$ cat config.mk
export PLATFORM = sky130hd
export DESIGN_NAME = sm_result_display
export DESIGN_NICKNAME = d
export VERILOG_FILES = /design/src/rtl/sm_result_display_pkg.sv /design/src/rtl/sm_result_display_seg7_glyph.sv /design/src/rtl/sm_result_display.sv
export SDC_FILE = /design/constraint.sdc
export NUM_CORES = 1
export LEC_CHECK = 0
export ABC_AREA = 1
export CORE_MARGIN = 1
export CORE_UTILIZATION = 40
export DETAILED_ROUTE_END_ITERATION = 7
export PLACE_DENSITY = 0.71
export SYNTH_ARGS = -nofsm -noshare
export SYNTH_HDL_FRONTEND = slang
export SYNTH_HIERARCHICAL = 1
export SYNTH_SLANG_ARGS = --single-unit
$ cat constraint.sdc
create_clock -name clk -period 3.3 [get_ports clk]
set_input_delay 0.33 -clock clk [delete_from_list [all_inputs] [get_ports clk]]
set_output_delay 0.33 -clock clk [all_outputs]
set_load 0.03 [all_outputs]
$ cat src/rtl/sm_result_display_pkg.sv
// Shared constants for the sign-magnitude result display: glyph patterns,
// symbol codes and digit positions.
package sm_result_display_pkg;

    localparam int IDX_W = 2;

    localparam logic [IDX_W-1:0] DIG_MAG   = 2'd0;
    localparam logic [IDX_W-1:0] DIG_SIGN  = 2'd1;
    localparam logic [IDX_W-1:0] DIG_CARRY = 2'd2;
    localparam logic [IDX_W-1:0] DIG_OVF   = 2'd3;

    typedef enum logic [3:0] {
        SYM_0     = 4'd0,
        SYM_1     = 4'd1,
        SYM_2     = 4'd2,
        SYM_3     = 4'd3,
        SYM_4     = 4'd4,
        SYM_5     = 4'd5,
        SYM_6     = 4'd6,
        SYM_7     = 4'd7,
        SYM_MINUS = 4'd8,
        SYM_C     = 4'd9,
        SYM_O     = 4'd10,
        SYM_BLANK = 4'd11
    } symbol_e;

    // Active-low segment patterns, ordered {g,f,e,d,c,b,a}.
    localparam logic [6:0] GLYPH_DIG [0:7] = '{
        7'h40, 7'h79, 7'h24, 7'h30, 7'h19, 7'h12, 7'h02, 7'h78
    };
    localparam logic [6:0] GLYPH_MINUS = 7'h3F;
    localparam logic [6:0] GLYPH_C     = 7'h46;
    localparam logic [6:0] GLYPH_O     = 7'h23;
    localparam logic [6:0] GLYPH_BLANK = 7'h7F;

endpackage

$ cat src/rtl/sm_result_display_seg7_glyph.sv
// Combinational decoder from a display symbol code to its active-low
// 7-segment pattern.
module seg7_glyph
    import sm_result_display_pkg::*;
(
    input  symbol_e    sym,
    output logic [6:0] glyph
);

    logic [3:0] code;

    assign code = sym;

    always_comb begin
        glyph = GLYPH_BLANK;
        case (sym)
            SYM_MINUS: glyph = GLYPH_MINUS;
            SYM_C:     glyph = GLYPH_C;
            SYM_O:     glyph = GLYPH_O;
            SYM_BLANK: glyph = GLYPH_BLANK;
            default:   glyph = GLYPH_DIG[code[2:0]];
        endcase
    end

endmodule

$ cat src/rtl/sm_result_display.sv
// Latches an adder result with its flags and scans them onto a 4-digit
// multiplexed common-anode display, blinking the value while overflow is set.
module sm_result_display
    import sm_result_display_pkg::*;
#(
    parameter int SCAN_DIV  = 50000,
    parameter int BLINK_DIV = 16
) (
    input  logic       clk,
    input  logic       rst_n,
    input  logic       load,
    input  logic [3:0] result,
    input  logic       carry,
    input  logic       zero,
    input  logic       overflow,
    output logic [3:0] an,
    output logic [6:0] seg,
    output logic       dp,
    output logic       ack
);

    localparam int DIV_W   = $clog2(SCAN_DIV);
    localparam int FRAME_W = (BLINK_DIV > 1) ? $clog2(BLINK_DIV) : 1;

    logic [3:0]         res_q;
    logic               carry_q;
    logic               zero_q;
    logic               ovf_q;
    logic               load_seen;
    logic [DIV_W-1:0]   div_cnt;
    logic [IDX_W-1:0]   idx;
    logic [FRAME_W-1:0] frame_cnt;
    logic               blink_on;

    logic       slot_end;
    logic       frame_wrap;
    logic       ovf_next;
    logic       blink_off;
    symbol_e    sym;
    logic [6:0] glyph;

    assign slot_end   = (div_cnt == DIV_W'(SCAN_DIV - 1));
    assign frame_wrap = slot_end && (idx == IDX_W'(3));
    // Looking at the value being captured lets a 1->0 overflow load stop
    // the blink on the capture edge itself.
    assign ovf_next   = load ? overflow : ovf_q;
    assign blink_off  = ovf_q && !blink_on;
    assign dp         = 1'b1;

    always_comb begin
        sym = SYM_BLANK;
        case (idx)
            DIG_MAG: begin
                if (!blink_off) sym = symbol_e'({1'b0, res_q[2:0]});
            end
            DIG_SIGN: begin
                if (res_q[3] && !zero_q && !blink_off) sym = SYM_MINUS;
            end
            DIG_CARRY: begin
                if (carry_q) sym = SYM_C;
            end
            DIG_OVF: begin
                if (ovf_q) sym = SYM_O;
            end
            default: sym = SYM_BLANK;
        endcase
    end

    seg7_glyph u_glyph (
        .sym   (sym),
        .glyph (glyph)
    );

    always_ff @(posedge clk) begin
        if (!rst_n) begin
            res_q     <= '0;
            carry_q   <= 1'b0;
            zero_q    <= 1'b0;
            ovf_q     <= 1'b0;
            load_seen <= 1'b0;
            div_cnt   <= '0;
            idx       <= '0;
            frame_cnt <= '0;
            blink_on  <= 1'b1;
            an        <= 4'b1111;
            seg       <= GLYPH_BLANK;
            ack       <= 1'b0;
        end else begin
            if (load) begin
                res_q   <= result;
                carry_q <= carry;
                zero_q  <= zero;
                ovf_q   <= overflow;
            end
            load_seen <= load;
            ack       <= load_seen;

            div_cnt <= slot_end ? '0 : div_cnt + 1'b1;
            if (slot_end) idx <= idx + 1'b1;

            if (!ovf_next) begin
                frame_cnt <= '0;
                blink_on  <= 1'b1;
            end else if (frame_wrap) begin
                if (frame_cnt == FRAME_W'(BLINK_DIV - 1)) begin
                    frame_cnt <= '0;
                    blink_on  <= ~blink_on;
                end else begin
                    frame_cnt <= frame_cnt + 1'b1;
                end
            end

            an  <= ~(4'b0001 << idx);
            seg <= glyph;
        end
    end

endmodule

# Word-level counts from Yosys, hierarchy flattened
# Memory sizes are Yosys's and may differ from the RTL's.
# Cells that the tools add are included.
op_classes:
  add_sub_neg: 3
  n_lt_le_gt_ge: 1
  eq_ne: 9
  shifts: 1
  mux: 10
  n_bitwise: 4
  reduce_logical: 11
ops:
  columns: ["operator", "count"]
  rows:
  - ["7-bit one-hot mux with 4 select lines", 1]
  - ["4-bit equality test (second input constant)", 5]
  - ["16-bit by 1-bit adder with 16-bit output (second input constant)", 1]
  - ["16-bit equality test (second input constant)", 1]
  - ["4-bit one-hot mux with 4 select lines", 1]
  - ["7-bit two-way mux", 2]
  - ["4-bit two-way mux", 2]
  - ["4-bit by 1-bit adder with 4-bit output (second input constant)", 1]
  - ["2-bit equality test (second input constant)", 2]
  - ["4-bit >= comparator (second input constant)", 1]
  - ["1-bit logical AND", 4]
  - ["2-bit two-way mux", 2]
  - ["3-bit inverter with 4-bit output", 1]
  - ["4-bit inverter", 1]
  - ["2-bit AND reduction", 2]
  - ["1-bit by 2-bit left shift with 4-bit output (first input constant)", 1]
  - ["1-bit logical NOT", 3]
  - ["2-bit by 1-bit adder with 2-bit output (second input constant)", 1]
  - ["2-bit by 1-bit equality test with 1-bit output (second input constant)", 1]
  - ["2-bit logical NOT", 1]
  - ["1-bit two-way mux", 2]
  - ["1-bit inverter", 2]
  - ["2-bit OR reduction", 1]
totals:
  reg_bits: 43
  romBits: 56
  output_inout_bits: 13
  elab_cells: 52
  n_memories: 1
memory_table:
  columns: ["name", "depth", "width", "rd", "rd_ports_with_merged_regs", "wr", "line_no", "text"]
  rows:
  - ["(name not given)", 8, 7, 1, 0, 0, "sm_result_display_seg7_glyph.sv:21", "default: glyph = GLYPH_DIG[code[2:0]];"]

# Depth between registers and ports, before layout
# Gate-level depths: netlist of the first run.
depth:
  depth_word: 11
  ltp_mapped: 12
  mapped_depth_nobuf: 12

# Modules after synthesis
# The synthesis of the first run kept the hierarchy.
modules_own_cells:
  columns: ["module", "instances", "cells_per_inst", "area_per_inst_um2", "seq_area_each_um2"]
  rows:
  - ["sm_result_display", 1, 254, 1915.6, 860.8]
  - ["seg7_glyph", 1, 44, 244.0, 0.0]

# Least setup slack after synthesis of the first run
# OpenSTA, ideal clock, no wires.
synth_timing:
  path_kind: "register to register"
  startpoint: "register idx[0]"
  endpoint: "register seg[2]"
  arrival_ns: 2.144
  slack_ns: 1.033
  stages_incl_launch_ff: 13
  cell_sequence: "dfxtp_1 inv_1 ha_1 o21ai_0 nor2_1 a21oi_1 inv_1 ha_1 inv_1 nand2_1 nand2_2 nand3_1 or2_2"
synth_between:
  elab_cells_between_ends: 14
synth_rtl:
  columns: ["item", "line_no", "text"]
  rows:
  - ["start, declared", "sm_result_display.sv:31", "logic [IDX_W-1:0] idx;"]
  - ["start signal, assigned", "sm_result_display.sv:99", "if (slot_end) idx <= idx + 1'b1;"]
  - ["2-bit equality test (tied with other cells)", "sm_result_display.sv:52", "case (idx)"]
  - ["4-bit one-hot mux with 4 select lines *", "sm_result_display.sv:52", null]
  - ["via sym[3]", "sm_result_display.sv:39", "symbol_e sym;"]
  - ["4-bit equality test", "sm_result_display_seg7_glyph.sv:16", "case (sym)"]
  - ["7-bit one-hot mux with 4 select lines *", "sm_result_display_seg7_glyph.sv:16", null]
  - ["via glyph[2]", "sm_result_display.sv:40", "logic [6:0] glyph;"]
  - ["end signal, assigned", "sm_result_display.sv:114", "seg <= glyph;"]
  - ["end, declared", "sm_result_display.sv:17", "output logic [6:0] seg,"]
# Mark *: on every way through the listed nets, which the timed path passes. The rest lies on a longest branch. The select of a mux whose other input is x is not followed.
# A chain may end at the register's enable or synchronous reset.

# Worst setup path in the final report of the first run
layout_timing:
  startpoint: "register ovf_q"
  endpoint: "register seg[2]"
layout_between:
  elab_cells_between_ends: 16
layout_rtl:
  columns: ["item", "line_no", "text"]
  rows:
  - ["start, declared", "sm_result_display.sv:28", "logic ovf_q;"]
  - ["start signal, assigned", "sm_result_display.sv:93", "ovf_q <= overflow;"]
  - ["1-bit logical AND *", "sm_result_display.sv:47", "assign blink_off = ovf_q && !blink_on;"]
  - ["4-bit two-way mux *", "sm_result_display.sv:54", "if (!blink_off) sym = symbol_e'({1'b0, res_q[2:0]});"]
  - ["4-bit one-hot mux with 4 select lines *", "sm_result_display.sv:52", null]
  - ["via sym[3]", "sm_result_display.sv:39", null]
  - ["4-bit equality test", "sm_result_display_seg7_glyph.sv:16", null]
  - ["7-bit one-hot mux with 4 select lines *", "sm_result_display_seg7_glyph.sv:16", null]
  - ["via glyph[2]", "sm_result_display.sv:40", null]
# Marks and branches as above.

==> flow_summary.json, run 1 <==
{
  "holdBufCountCts": 0,
  "core_um2": 5140,
  "rr_startpoint": "ovf_q",
  "hold_class": "reg2reg",
  "r2r-end": "seg[2]",
  "slew_violations": 0,
  "synth_top_cell_by_area": "dfxtp_1",
  "crit_fanout": 7,
  "syn_area_per_cell_um2": 7.25,
  "grt_start_max_net_pins": 17,
  "synth_top_cell_area_share": 0.399,
  "cts_setup_buffers": 0,
  "clkSinkCount": 43,
  "rsz0062_at_grt": "false",
  "p_per_area_nw_per_um2": 396,
  "syn_inst": 298,
  "die-area_um2": 5700,
  "fmax_mhz": 377,
  "antenna_found_initial": 0,
  "synth_ff_type": "dfxtp_1",
  "wirelength_mm": 4.02,
  "fin_ws_ns": 0.650,
  "die_y_um": 75.5,
  "hold_violations": 0,
  "syn_to_final_growth_pct": 16.2,
  "cts-root-buf": "clkbuf_8",
  "ys_types": 31,
  "cp-start-kind": "register",
  "post-synth-top-count-cell": "nand2_1",
  "setup_tns_ns": 0,
  "grt_pass1_wl_mm": 6.92,
  "port_buffers": 21,
  "synthTopCellsByArea": "dfxtp_1 (40%), nand2_1 (10%), nor2_1 (7.8%)",
  "yosysSeqAreaShare": 0.399,
  "hpwl_mm": 2.94,
  "skew_ns": 0.00838,
  "yosys_warnings": 6,
  "clk-insertion-delay-late_ns": 0.30,
  "netlist_area_um2": 2160,
  "cts_tree": "built",
  "num_rows": 26,
  "layout-drive-gt1-share": 0.0994,
  "relSlewSlack": 0.381,
  "maxCapViolations": 0,
  "r2r_slack_ns": 0.65,
  "arrival_ns": 2.83,
  "grt-ovfl-total": 0,
  "critical_path.endpoint_type": "register",
  "fp.dieW_um": 75.5,
  "via_count": 1868,
  "cts_buffers": 5,
  "drc": 0,
  "track_usage": 0.158,
  "cts_max_path_buffers": 2,
  "cp.required_ns": 3.48,
  "wl_per_cell_um": 10.2,
  "gp_congestion": 0.880,
  "synthArstFlopShare": 0,
  "drt_iter0_drc": 117,
  "criticalPathCategory": "reg2reg",
  "leakagePower_nw": 1.01,
  "final.min_clock_period_ns": 2.65,
  "clk_pin_slew_ns": 0.08,
  "vias_per_cell": 4.77,
  "grt_pass1_vias": 1611,
  "cts_resized": 0,
  "antenna_left": 0,
  "synth_nets": 320,
  "vdd.ir_drop.worst_uv": 171,
  "startpoint": "ovf_q",
  "final_nets": 343,
  "start_util": 0.420,
  "antennaDiodeCount": 0,
  "synth_edf_count": 0,
  "dpl_worst_slack_ns": 0.703,
  "crit_path_end": "seg[2]",
  "htree_levels": 2,
  "ios": 23,
  "outcome": "finished, final reports clean",
  "dr.pass1.iters": 4,
  "finalCritPeriodShare": 0.803,
  "ff2ff_path_depth": 11,
  "worst_slew_pin_slew_ns": 0.919,
  "finalSetupViolations": 0,
  "synth_top_cells_by_count": "nand2_1 (58), nor2_1 (45), dfxtp_1 (43), inv_1 (38), nand3_1 (22)",
  "ys_ff_latch": 43
}
==> layout make-up <==
class                   count  area, µm²
repair buffers             21        210
fillers                   552       2630
inverters                  43        164
clock inverters             3       23.8
multi-input cells         207       1090
well taps                  70       87.6
clock buffers               5       68.8
flip-flops and latches     43        861
==> report_power, final <==
| part | switching, mW | total, mW | internal [mW] |
|---|---|---|---|
| Combinational | 0.0631 | 0.108 | 0.0454 |
| Sequential | 0.00613 | 0.543 | 0.537 |
| Clock | 0.191 | 0.342 | 0.151 |
==> stage by stage <==
step	instance area [µm²]	power [mW]	hold WS [ns]	cells	utilization
2_1_floorplan	2160	0.628	0.390	298	-
4_1_cts	2510	1.00	0.421	392	0.488
3_3_place_gp	2420	0.662	0.398	384	0.470
5_1_grt	2510	1.05	0.441	392	0.488
6_report	2510	0.994	0.418	392	0.488
3_5_place_dp	2420	0.663	0.400	384	0.470
==> worst max-delay path, cell delays in order, from the launching register on <==
cell and delay, ns:
dfxtp_1 0.34, inv_1 0.07, o21ai_0 0.72, nor2_1 0.08, a21oi_1 0.37, inv_1 0.14
ha_1 0.23, inv_1 0.09, nand2_1 0.07, nand2_2 0.08, nand3_1 0.07, or2_2 0.29
==> worst min path at each step <==
| stage | start | end | slack (ns) | cells after the start |
|---|---|---|---|---|
| floorplan | load_seen | ack | 0.39 | 2 |
| global placement | load_seen | ack | 0.40 | 2 |
| detailed placement | load_seen | ack | 0.40 | 2 |
| CTS | load_seen | ack | 0.42 | 2 |
| global route | load_seen | ack | 0.44 | 2 |
| finish | load_seen | ack | 0.42 | 2 |
==> flip-flops by register name (all words and copies together) (netlist names) <==
register,flops
idx,2
an,4
ack,1
ovf_q,1
div_cnt,16
zero_q,1
seg,7
load_seen,1
carry_q,1
res_q,4
blink_on,1
frame_cnt,4
==> per-layer routing <==
metal | vias to the layer above | wire length (µm) | global-route usage
met5 | - | 0 | 0
met4 | 0 | 42 | 0.0494
met3 | 4 | 177 | 0.0331
met2 | 58 | 1830 | 0.259
met1 | 830 | 1970 | 0.208
li1 | 976 | - | -
==> logic make-up (layout without fill, tap and decap cells) <==
| family | after synthesis | after routing | share of synthesized area |
|---|---|---|---|
| AND/OR/NAND/NOR | 154 | 154 | 0.323 |
| buffers and inverters | 48 | 72 | 0.0950 |
| flip-flops | 43 | 43 | 0.399 |
| AO/OA/AOI/OAI | 33 | 33 | 0.0834 |
| adder cells (fa/ha/maj) | 12 | 12 | 0.0695 |
| XOR/XNOR | 7 | 7 | 0.0284 |
| other | 1 | 1 | 0.00174 |
==> placed cells by master (no fill, tap or decap), types with 2 or more instances in the layout <==
master           instances
xnor2_1                  2
dfxtp_1                 43
clkbuf_8                 5
a21oi_1                 13
nor2_2                   2
ha_1                    12
nor2_4                   3
o21ai_1                  2
nor2_1                  45
or2_2                    7
o21ai_0                 13
nand4_1                  5
nand2_1                 58
nand2_2                  3
clkdlybuf4s50_1         21
xor2_1                   5
inv_1                   38
nor3_1                   6
a211oi_1                 2
inv_2                    3
nand3_1                 22
a21oi_2                  2
clkinvlp_4               2
(Power assumes the default switching activity.)
==> run 2: changes to the inputs <==
--- a/config.mk
+++ b/config.mk
@@ -9,7 +9,7 @@
 export CORE_MARGIN = 1
 export CORE_UTILIZATION = 40
 export DETAILED_ROUTE_END_ITERATION = 7
-export PLACE_DENSITY = 0.71
+export PLACE_DENSITY = 0.73
 export SYNTH_ARGS = -nofsm -noshare
 export SYNTH_HDL_FRONTEND = slang
 export SYNTH_HIERARCHICAL = 1
==> constraint.sdc (replaced) <==
create_clock -name clk -period 2.2 [get_ports clk]
set_input_delay 0.22 -clock clk [delete_from_list [all_inputs] [get_ports clk]]
set_output_delay 0.22 -clock clk [all_outputs]
set_load 0.03 [all_outputs]
==> flow_summary.json, run 2 (synthesis gave the netlist of run 1 again) <==
{
  "cts-root-buf": "clkbuf_8",
  "placed_area_um2": 2460,
  "final_common_cell": "nand2_1",
  "setup_tns_ns": 0,
  "p_total_mw": 1.59,
  "fmax_mhz": 484,
  "port_buffers": 21,
  "drt_iter0_drc": 72,
  "hpwl_mm": 3.08,
  "wl_per_cell_um": 10.4,
  "largest-register": "div_cnt",
  "dr.pass1.iters": 4,
  "netSwitchingFraction": 0.236,
  "gp_congestion": 0.865,
  "slew_violations": 0,
  "p_int_mw": 1.22,
  "cts_buffers": 5,
  "hold_violations": 0,
  "num_rows": 26,
  "power.share.combinational": 0.108,
  "finalSetupViolations": 0,
  "syn_to_final_growth_pct": 21.3,
  "finalCritPeriodShare": 0.939,
  "clkSinkCount": 43,
  "final_nets": 348,
  "final_cell_mix": "nand2_1 (58), nor2_1 (44), dfxtp_1 (41)",
  "p_seq_frac": 0.512,
  "grt_pass1_wl_mm": 6.82,
  "antenna_found_initial": 0,
  "cp.required_ns": 2.38,
  "grt_start_max_net_pins": 17,
  "dpl_worst_slack_ns": 0.0614,
  "drc": 0,
  "pwr-share-clk": 0.380,
  "hold_class": "reg2reg",
  "largest_reg_flops": 16,
  "start_util": 0.420,
  "arrival_ns": 2.24,
  "p_per_area_nw_per_um2": 607,
  "maxCapViolations": 0,
  "final.min_clock_period_ns": 2.07,
  "wirelength_mm": 4.11,
  "antenna_left": 0,
  "vias_per_cell": 4.72,
  "criticalPathCategory": "reg2reg",
  "crit_fanout": 4,
  "layout-drive-gt1-share": 0.150,
  "via_count": 1874,
  "critical_path.endpoint_type": "register",
  "core_um2": 5140,
  "ios": 23,
  "cts_tree": "built",
  "outcome": "finished, final reports clean",
  "cp-start-kind": "register",
  "skew_ns": 0.00397,
  "design_area_um2": 2620,
  "grt-ovfl-total": 0,
  "leakagePower_nw": 1.06,
  "die_y_um": 75.5,
  "grt_pass1_vias": 1596,
  "track_usage": 0.154,
  "fin_ws_ns": 0.135,
  "rsz0062_at_grt": "false",
  "utilization": 0.510,
  "p_switching_mw": 0.375,
  "die-area_um2": 5700,
  "fp.dieW_um": 75.5,
  "top_regs": "div_cnt: 16 flops, seg: 7 flops",
  "cts_max_path_buffers": 2,
  "clk-insertion-delay-late_ns": 0.29,
  "clk_pin_slew_ns": 0.08,
  "vdd.ir_drop.worst_uv": 295,
  "antennaDiodeCount": 0,
  "htree_levels": 2
}
run 2: metal layers:
layer | GRT usage | part of all wire | vias up
li1 | - | - | 988
met5 | 0 | 0 | -
met4 | 0.0453 | 0.0088 | 0
met2 | 0.261 | 0.47 | 52
met1 | 0.197 | 0.48 | 832
met3 | 0.0317 | 0.038 | 2
run 2: final timing paths:
kind              startpoint      to  slack [ns]  cells after the start
setup / recovery      idx[0]  seg[2]        0.13                     11
hold / removal     load_seen     ack        0.42                      2
setup reg to reg      idx[0]  seg[2]        0.13                     11
hold reg to reg    load_seen     ack        0.42                      2
run 2: cell type report:
cell class	count	area [µm²]
well taps	70	87.6
inverters	43	164
multi-input cells	207	1140
clock buffers	5	68.8
fillers	503	2520
repair buffers	26	248
clock inverters	3	43.8
flip-flops and latches	43	863
run 2: critical path: stages, from the launching register on:
cell,delay [ns]
dfxtp_2,0.37
inv_2,0.07
ha_2,0.21
a211oi_2,0.25
a21oi_2,0.09
buf_4,0.15
ha_1,0.19
inv_1,0.08
nand2_1,0.08
nand2_2,0.10
nand3_1,0.08
or2_2,0.29
run 2: repair_timing:
action,CTS,global route
endpoints found under the setup margin,0,7
endpoints found under the hold margin,0,0
buffers inserted,0,0
resized for setup,0,13
hold buffers,0,0
run 2: stage by stage:
step	hold WS [ns]	cells
finish	0.416	397
CTS	0.417	397
floorplan	0.313	298
global route	0.441	397
detailed placement	0.398	389
global placement	0.400	389
run 2: power by group through the flow:
stage               registers [mW]  clock network (mW)  logic, mW
detailed placement           0.833                   0      0.168
global route                 0.818               0.660      0.192
global placement             0.832                   0      0.166
CTS                          0.815               0.622      0.169
finish                       0.815               0.605      0.171
floorplan                    0.858                   0     0.0846
